[config.mk]
export PLATFORM = sky130hd
export DESIGN_NAME = icode_fetch_unit_flat
export DESIGN_NICKNAME = d
export VERILOG_FILES = /design/src/rtl/icode_fetch_pkg.sv /design/src/rtl/icode_fetch_if.sv /design/src/rtl/icode_fifo.sv /design/src/rtl/icode_fetch_unit.sv /design/src/flat_wrapper.sv
export SDC_FILE = /design/constraint.sdc
export NUM_CORES = 1
export LEC_CHECK = 0
export ABC_AREA = 1
export CAP_MARGIN = 30
export CORE_ASPECT_RATIO = 1.5
export CORE_MARGIN = 1
export CORE_UTILIZATION = 46
export DETAILED_ROUTE_END_ITERATION = 8
export PLACE_DENSITY = 0.77
export SLEW_MARGIN = 20
export SYNTH_ARGS = -nofsm -noshare
export SYNTH_HDL_FRONTEND = slang
export SYNTH_SLANG_ARGS = --single-unit
[constraint.sdc]
create_clock -name clk -period 1.62 [get_ports clk]
set_clock_uncertainty 0.15 [all_clocks]
set_input_delay 0.324 -clock clk [delete_from_list [all_inputs] [get_ports clk]]
set_output_delay 0.324 -clock clk [all_outputs]
set_load 0.01 [all_outputs]
[src/rtl/icode_fetch_pkg.sv]
`timescale 1ns/1ps
`default_nettype none
// ============================================================================
// Module      : icode_fetch_pkg
// Description : Shared types and default constants for the LU instruction
//               fetch unit: FSM state encoding, instruction word type and
//               default NOP / HALT opcodes.
// Ports       : none (package)
// Revision    : 1.0 - initial release
// ============================================================================
package icode_fetch_pkg;

  localparam int ICODE_W = 8;

  typedef logic [ICODE_W-1:0] icode_word_t;

  // HALTED is only reachable when the halt feature is compiled in.
  typedef enum logic [1:0] {
    ST_IDLE   = 2'd0,
    ST_RUN    = 2'd1,
    ST_HALTED = 2'd2
  } fetch_state_t;

  localparam icode_word_t DEFAULT_NOP_CODE    = 8'h00;
  localparam icode_word_t DEFAULT_HALT_OPCODE = 8'hFF;

endpackage : icode_fetch_pkg
`default_nettype wire

[src/rtl/icode_fetch_if.sv]
`timescale 1ns/1ps
`default_nettype none
// ============================================================================
// Module      : icode_fetch_if
// Description : Bundles the control, memory read port and ICODE handshake
//               signals of the fetch unit.
// Ports       : start, redirect, redirect_addr  - sequencing controls
//               mem_rd_en, mem_rd_addr, mem_rd_data - instruction memory port
//               icode, icode_valid, icode_ready - processor handshake
//               pc, busy - status
//               modport master : fetch unit side
//               modport slave  : processor / memory / environment side
// Revision    : 1.0 - initial release
// ============================================================================
interface icode_fetch_if #(
  parameter int ADDR_W = 8,
  parameter int DATA_W = 8
);

  logic              start;
  logic              redirect;
  logic [ADDR_W-1:0] redirect_addr;
  logic              mem_rd_en;
  logic [ADDR_W-1:0] mem_rd_addr;
  logic [DATA_W-1:0] mem_rd_data;
  logic [DATA_W-1:0] icode;
  logic              icode_valid;
  logic              icode_ready;
  logic [ADDR_W-1:0] pc;
  logic              busy;

  modport master (
    input  start, redirect, redirect_addr, mem_rd_data, icode_ready,
    output mem_rd_en, mem_rd_addr, icode, icode_valid, pc, busy
  );

  modport slave (
    output start, redirect, redirect_addr, mem_rd_data, icode_ready,
    input  mem_rd_en, mem_rd_addr, icode, icode_valid, pc, busy
  );

endinterface : icode_fetch_if
`default_nettype wire

[src/rtl/icode_fifo.sv]
`timescale 1ns/1ps
`default_nettype none
// ============================================================================
// Module      : icode_fifo
// Description : Small synchronous prefetch FIFO. Same-cycle push and pop are
//               supported; flush has priority over push and pop. The head
//               word is read straight out of the storage array.
// Ports       : clk, rst (sync, active-low)
//               i_push, i_push_data - write side
//               i_pop               - remove head entry
//               i_flush             - discard all entries
//               o_count             - number of stored entries
//               o_head              - entry at the head (meaningless if empty)
// Revision    : 1.0 - initial release
// ============================================================================
module icode_fifo #(
  parameter int DATA_W = 8,
  parameter int DEPTH  = 4,
  parameter int CNT_W  = $clog2(DEPTH) + 1
) (
  input  logic              clk,
  input  logic              rst,
  input  logic              i_push,
  input  logic [DATA_W-1:0] i_push_data,
  input  logic              i_pop,
  input  logic              i_flush,
  output logic [CNT_W-1:0]  o_count,
  output logic [DATA_W-1:0] o_head
);

  localparam int PTR_W = $clog2(DEPTH);

  logic [DATA_W-1:0] r_mem [DEPTH];
  logic [PTR_W-1:0]  r_rd_ptr;
  logic [PTR_W-1:0]  r_wr_ptr;
  logic [CNT_W-1:0]  r_count;

  logic w_do_push;
  logic w_do_pop;

  assign w_do_pop  = i_pop && (r_count != '0);
  // A full FIFO can still accept a word if the head leaves this cycle.
  assign w_do_push = i_push && ((r_count != CNT_W'(DEPTH)) || w_do_pop);

  always_ff @(posedge clk) begin
    if (!rst) begin
      r_rd_ptr <= '0;
      r_wr_ptr <= '0;
      r_count  <= '0;
    end else if (i_flush) begin
      r_rd_ptr <= '0;
      r_wr_ptr <= '0;
      r_count  <= '0;
    end else begin
      if (w_do_push) r_wr_ptr <= r_wr_ptr + 1'b1;
      if (w_do_pop)  r_rd_ptr <= r_rd_ptr + 1'b1;
      case ({w_do_push, w_do_pop})
        2'b10:   r_count <= r_count + 1'b1;
        2'b01:   r_count <= r_count - 1'b1;
        default: r_count <= r_count;
      endcase
    end
  end

  // Storage needs no reset: the count masks stale entries.
  always_ff @(posedge clk) begin
    if (w_do_push && !i_flush) r_mem[r_wr_ptr] <= i_push_data;
  end

  assign o_count = r_count;
  assign o_head  = r_mem[r_rd_ptr];

endmodule : icode_fifo
`default_nettype wire

[src/rtl/icode_fetch_unit.sv]
`timescale 1ns/1ps
`default_nettype none
// ============================================================================
// Module      : icode_fetch_unit
// Description : Instruction fetch unit for the LU processor. Owns the program
//               counter, issues reads to the synchronous instruction memory,
//               buffers returned words in a prefetch FIFO and streams them to
//               ICODE over a valid/ready handshake. A redirect flushes the
//               FIFO, squashes the in-flight read and reloads the PC.
//               Optional halt support: define ICODE_FETCH_HALT_EN.
// Ports       : clk, rst (sync, active-low)
//               fetch (icode_fetch_if.master):
//                 start, redirect, redirect_addr -> sequencing
//                 mem_rd_en, mem_rd_addr, mem_rd_data -> memory read port
//                 icode, icode_valid, icode_ready -> processor handshake
//                 pc, busy -> status
// Revision    : 1.0 - initial release
// ============================================================================
module icode_fetch_unit
  import icode_fetch_pkg::*;
#(
  parameter int              ADDR_W      = 8,
  parameter int              DATA_W      = 8,
  parameter int              FIFO_DEPTH  = 4,
  parameter logic [ADDR_W-1:0] START_ADDR  = '0,
  parameter logic [DATA_W-1:0] NOP_CODE    = DATA_W'(DEFAULT_NOP_CODE),
  parameter logic [DATA_W-1:0] HALT_OPCODE = DATA_W'(DEFAULT_HALT_OPCODE)
) (
  input  logic         clk,
  input  logic         rst,
  icode_fetch_if.master fetch
);

  localparam int CNT_W = $clog2(FIFO_DEPTH) + 1;

  if ((FIFO_DEPTH < 2) || ((FIFO_DEPTH & (FIFO_DEPTH - 1)) != 0)) begin : g_depth_check
    $error("FIFO_DEPTH must be a power of two and at least 2");
  end

  fetch_state_t      r_state;
  fetch_state_t      w_state_nxt;
  logic [ADDR_W-1:0] r_pc;
  logic [ADDR_W-1:0] w_pc_nxt;
  // Memory latency is one cycle, so at most one read is ever outstanding.
  logic              r_inflight;
  logic              w_inflight_nxt;

  logic [CNT_W-1:0]  w_count;
  logic [CNT_W-1:0]  w_level;
  logic [DATA_W-1:0] w_head;
  logic              w_push;
  logic              w_pop;
  logic              w_issue;
  logic              w_halt_hit;
  logic              w_valid;

  // Returning data is dropped when a redirect lands on the same edge.
  assign w_push  = r_inflight && !fetch.redirect;
  assign w_valid = (w_count != '0);
  assign w_pop   = w_valid && fetch.icode_ready;

`ifdef ICODE_FETCH_HALT_EN
  assign w_halt_hit = w_push && (fetch.mem_rd_data == HALT_OPCODE);
`else
  assign w_halt_hit = 1'b0;
  logic w_unused_halt;
  assign w_unused_halt = ^HALT_OPCODE;
`endif

  // Occupancy counts reserved slots too, so the FIFO can never overflow.
  assign w_level = w_count + CNT_W'(r_inflight);
  assign w_issue = (r_state == ST_RUN) && (w_level < CNT_W'(FIFO_DEPTH)) && !w_halt_hit;

  icode_fifo #(
    .DATA_W (DATA_W),
    .DEPTH  (FIFO_DEPTH),
    .CNT_W  (CNT_W)
  ) u_fifo (
    .clk         (clk),
    .rst         (rst),
    .i_push      (w_push),
    .i_push_data (fetch.mem_rd_data),
    .i_pop       (w_pop),
    .i_flush     (fetch.redirect),
    .o_count     (w_count),
    .o_head      (w_head)
  );

  always_ff @(posedge clk) begin
    if (!rst) begin
      r_state    <= ST_IDLE;
      r_pc       <= START_ADDR;
      r_inflight <= 1'b0;
    end else begin
      r_state    <= w_state_nxt;
      r_pc       <= w_pc_nxt;
      r_inflight <= w_inflight_nxt;
    end
  end

  always_comb begin
    w_state_nxt    = r_state;
    w_pc_nxt       = r_pc;
    w_inflight_nxt = w_issue;

    if (w_issue) w_pc_nxt = r_pc + 1'b1;

    case (r_state)
      ST_IDLE: begin
        if (fetch.start) w_state_nxt = ST_RUN;
      end
      ST_RUN: begin
        // The halt word is pushed this edge; the PC already points past it
        // because issue is suppressed in the same cycle.
        if (w_halt_hit) w_state_nxt = ST_HALTED;
      end
`ifdef ICODE_FETCH_HALT_EN
      ST_HALTED: begin
        if (fetch.start || fetch.redirect) w_state_nxt = ST_RUN;
      end
`endif
      default: w_state_nxt = ST_IDLE;
    endcase

    // Redirect overrides the PC and squashes a read issued this cycle.
    if (fetch.redirect) begin
      w_pc_nxt       = fetch.redirect_addr;
      w_inflight_nxt = 1'b0;
    end
  end

  assign fetch.mem_rd_en   = w_issue;
  assign fetch.mem_rd_addr = r_pc;
  assign fetch.pc          = r_pc;
  assign fetch.busy        = (r_state == ST_RUN);
  assign fetch.icode_valid = w_valid;
  assign fetch.icode       = w_valid ? w_head : NOP_CODE;

endmodule : icode_fetch_unit
`default_nettype wire

[src/flat_wrapper.sv]
// flat-port wrapper written by rule: the top's interface ports become plain ports
module icode_fetch_unit_flat import icode_fetch_pkg::*;
#(
  parameter int              ADDR_W      = 8,
  parameter int              DATA_W      = 8,
  parameter int              FIFO_DEPTH  = 4,
  parameter logic [ADDR_W-1:0] START_ADDR  = '0,
  parameter logic [DATA_W-1:0] NOP_CODE    = DATA_W'(DEFAULT_NOP_CODE),
  parameter logic [DATA_W-1:0] HALT_OPCODE = DATA_W'(DEFAULT_HALT_OPCODE)
)
  (clk, rst, fetch_start, fetch_redirect, fetch_redirect_addr, fetch_mem_rd_data, fetch_icode_ready, fetch_mem_rd_en, fetch_mem_rd_addr, fetch_icode, fetch_icode_valid, fetch_pc, fetch_busy);
  icode_fetch_if #(.ADDR_W(ADDR_W), .DATA_W(DATA_W)) fetch_i ();
  input  logic clk;
  input  logic rst;
  input wire logic [$bits(fetch_i.start)-1:0] fetch_start;
  input wire logic [$bits(fetch_i.redirect)-1:0] fetch_redirect;
  input wire logic [$bits(fetch_i.redirect_addr)-1:0] fetch_redirect_addr;
  input wire logic [$bits(fetch_i.mem_rd_data)-1:0] fetch_mem_rd_data;
  input wire logic [$bits(fetch_i.icode_ready)-1:0] fetch_icode_ready;
  output wire logic [$bits(fetch_i.mem_rd_en)-1:0] fetch_mem_rd_en;
  output wire logic [$bits(fetch_i.mem_rd_addr)-1:0] fetch_mem_rd_addr;
  output wire logic [$bits(fetch_i.icode)-1:0] fetch_icode;
  output wire logic [$bits(fetch_i.icode_valid)-1:0] fetch_icode_valid;
  output wire logic [$bits(fetch_i.pc)-1:0] fetch_pc;
  output wire logic [$bits(fetch_i.busy)-1:0] fetch_busy;
  assign fetch_i.start = fetch_start;
  assign fetch_i.redirect = fetch_redirect;
  assign fetch_i.redirect_addr = fetch_redirect_addr;
  assign fetch_i.mem_rd_data = fetch_mem_rd_data;
  assign fetch_i.icode_ready = fetch_icode_ready;
  assign fetch_mem_rd_en = fetch_i.mem_rd_en;
  assign fetch_mem_rd_addr = fetch_i.mem_rd_addr;
  assign fetch_icode = fetch_i.icode;
  assign fetch_icode_valid = fetch_i.icode_valid;
  assign fetch_pc = fetch_i.pc;
  assign fetch_busy = fetch_i.busy;
  icode_fetch_unit #(.ADDR_W(ADDR_W), .DATA_W(DATA_W), .FIFO_DEPTH(FIFO_DEPTH), .START_ADDR(START_ADDR), .NOP_CODE(NOP_CODE), .HALT_OPCODE(HALT_OPCODE)) u_core (.clk(clk), .rst(rst), .fetch(fetch_i));
endmodule
==> metrics.md <==
| Metric | Value |
|---|---|
| Synth top area share | `0.402` |
| Worst slew pin tran | `0.221 ns` |
| Antenna Cells | `0` |
| Vias per cell | `4.87` |
| Most frequent cell after synthesis | `nor2_1` |
| Crit Path Max Fanout | `5` |
| Synthesized area per cell | `9.12 sq um` |
| Fin crit share | `1.13` |
| Primary FF master, synth | `edfxtp_1` |
| CTS buffer count | `5` |
| Clock sink total | `51` |
| Syn Nets | `289` |
| Relative slew slack | `0.851` |
| Rows | `31` |
| DRC | `0` |
| Ys async rst share | `0` |
| CTS tree | `done` |
| Area leader, netlist | `edfxtp_1` |
| Reg-to-reg critical path startpoint | `u_core.u_fifo.o_count[1]` |
| WP data required | `1.15 ns` |
| Static leakage | `0.00136 uW` |
| Pwr/cell area | `761 nW/um^2` |
| Design Power | `2500 uW` |
| CTS Root Cell | `clkbuf_8` |
| #FFs+latches synth | `51` |
| Initial Utilization | `0.485` |
| Hold path cells | `1` |
| Post-synth EDFFs | `32` |
| WL/cell | `12.5 microns` |
| Clock Latency Late Sink | `0.30 ns` |
| Initial antenna violation count | `0` |
| Reg-to-reg endpoint | `u_core.u_fifo.o_count[1]` |
| Startpoint Class | `flop` |
| Area grow syn2layout | `37.2%` |
| HP Class | `flop to flop` |
| Hold Worst Slack | `0.332 ns` |
| Slew Limit Fails | `0` |
| GRT overflow | `0` |
| Initial DRT Pass Iterations | `4` |
| Clk slew on worst S/H paths | `0.09 ns` |
| Antenna viol nets, final | `0` |
| MaxCap Viol Count | `0` |
| Worst Min Path Start | `u_core.u_fifo.r_rd_ptr[0]` |
| Crit path setup slack, layout | `-0.209 ns` |
| R2r setup slk | `-0.10 ns` |
| H-tree levels | `2` |
| Die Ht | `90.3 microns` |
| First-pass GRT wire length | `8160 microns` |
| Total vias in the final route | `1972` |
| Placer congestion estimate | `0.823` |
| Fmax | `0.547 GHz` |
| Violated checks | `negative setup slack` |
| Tmin final | `1.83 ns` |
| Share of cells above drive strength 1 | `0.254` |
| Clock tree buffer depth | `2` |
| Multi-input combinational cell area | `905 sq um` |
| Largest net degree at the start of global routing | `17` |
| Layout fillers | `420` |
| Die width | `60.9 microns` |
| Initial DRC count | `75` |
| Vias in the first global route | `1917` |
| Sequential share of the synthesized area | `0.561` |
| Reg area | `1360 sq um` |
| Detail Placement HPWL | `3620 microns` |
| Final #Nets | `365` |
| Yosys warning count | `0` |
| WS Path Type | `flop to output port` |
| Worst r2r path cells | `8` |
| Peak VDD IR | `0.520 mV` |
| Distinct cell type count of the synthesized netlist | `24` |
| Outcome | `finished, violations left` |
| # IOs | `48` |
| Top cells by count, synth | `nor2_1 (47), nand2_1 (40), edfxtp_1 (32), o21ai_0 (26), inv_1 (22)` |
| Area contributors post-synth | `edfxtp_1 (40%), dfxtp_1 (16%), nor2_1 (7.4%)` |
| Final hold viol count | `0` |
| Mapped Cells | `262` |
| Worst setup EP type | `output port` |
| Core area | `4930 sq um` |
| Cell area after synthesis | `2390 sq um` |
| Final setup fails | `11` |
| CP arrival | `1.35 ns` |
| Post-Route WL | `5080 microns` |
| RSZ-0062 raised after global routing | `yes` |
| Overall routing resource usage | `0.201` |
| Number of port buffers | `47` |
| Die area | `5490 sq um` |
placed cells by master (no fill, tap or decap), types with 4 or more instances in the layout:
cell	Yosys	final
buf_4	10	26
inv_2	4	5
edfxtp_1	32	32
ha_1	5	5
nor2_4	1	4
o21ai_0	26	21
nand2_2	2	4
nand3_1	14	13
dlygate4sd2_1	0	18
dfxtp_1	19	13
buf_6	0	11
buf_2	3	8
clkdlybuf4s50_1	0	18
nor2_1	47	45
clkbuf_8	0	6
nand2_1	40	38
inv_1	22	18
a21oi_1	20	19
o21ai_1	0	5
critical path, stage by stage, from the launching register on:
cell and delay [ns]:
dfxtp_4 0.40, buf_6 0.12, nor2_1 0.04, nor2_1 0.08, o21ai_1 0.08, a21oi_1 0.16
buf_2 0.15
final cells by class:
cell class	instances	share of cell area
clock buffer	6	0.0252
clock inverter	2	0.00496
inverter	26	0.0324
multi-input combinational	171	0.276
sequential	51	0.414
tap	66	0.0252
timing repair buffer	83	0.223
state kept, by name (all words and copies together), names as in the netlist, named ones only:
register	flops
u_core.u_fifo.o_count	3
u_core.u_fifo.r_mem	32
u_core.u_fifo.r_rd_ptr	2
u_core.r_inflight	1
u_core.u_fifo.r_wr_ptr	2
u_core.r_state	1
u_core.fetch.mem_rd_addr	8
through the flow:
step	TNS, ns	utilization	instances	setup WS, ns	cell area [sq um]
finish	-1.54	0.665	405	-0.209	3280
global route	-2.79	0.665	405	-0.313	3280
CTS	-1.74	0.649	403	-0.231	3200
detailed placement	-18.89	0.629	392	-0.457	3100
global placement	-17.31	0.629	392	-0.400	3100
floorplan	-0.0547	-	262	-0.0353	2400
routing by layer:
metal,global-route usage,routed length (microns)
met5,0,0
met4,0.0928,85
met3,0.0358,192
met2,0.386,2880
met1,0.191,1920
cell families after synthesis:
kind of cell,count (synthesis),share of synthesized area
simple gates,113,0.207
flops,51,0.561
xor+xnor,1,0.00367
fa+ha+maj,6,0.0346
compound gates,51,0.113
buf+inv,40,0.0806
how the worst max path moves through the flow:
| stage | from | endpoint | slack (ns) | cells past startpoint |
|---|---|---|---|---|
| global placement | fetch_icode_ready | u_core.u_fifo.o_count[2] | -0.40 | 10 |
| finish | flop | fetch_icode[7] | -0.21 | 6 |
| CTS | flop | fetch_icode[7] | -0.23 | 6 |
| floorplan | u_core.u_fifo.o_count[0] | u_core.u_fifo.o_count[2] | -0.04 | 10 |
| detailed placement | fetch_icode_ready | u_core.u_fifo.o_count[2] | -0.46 | 10 |
| global route | flop | fetch_icode[1] | -0.31 | 6 |
power by group:
part | total [uW] | switching (uW) | internal [uW]
clock network | 759 | 410 | 349
logic | 319 | 154 | 166
registers | 1420 | 21.3 | 1400
total | 2500 | 585 | 1910
what timing repair did:
action	in CTS	in global routing
hold buffers	0	0
resized for setup	79	20
buffers inserted	2	2
endpoints found under the setup margin	61	51
pin swaps	7	6
gates cloned	1	0
endpoints found under the hold margin	0	0
(Power assumes the default switching activity.)
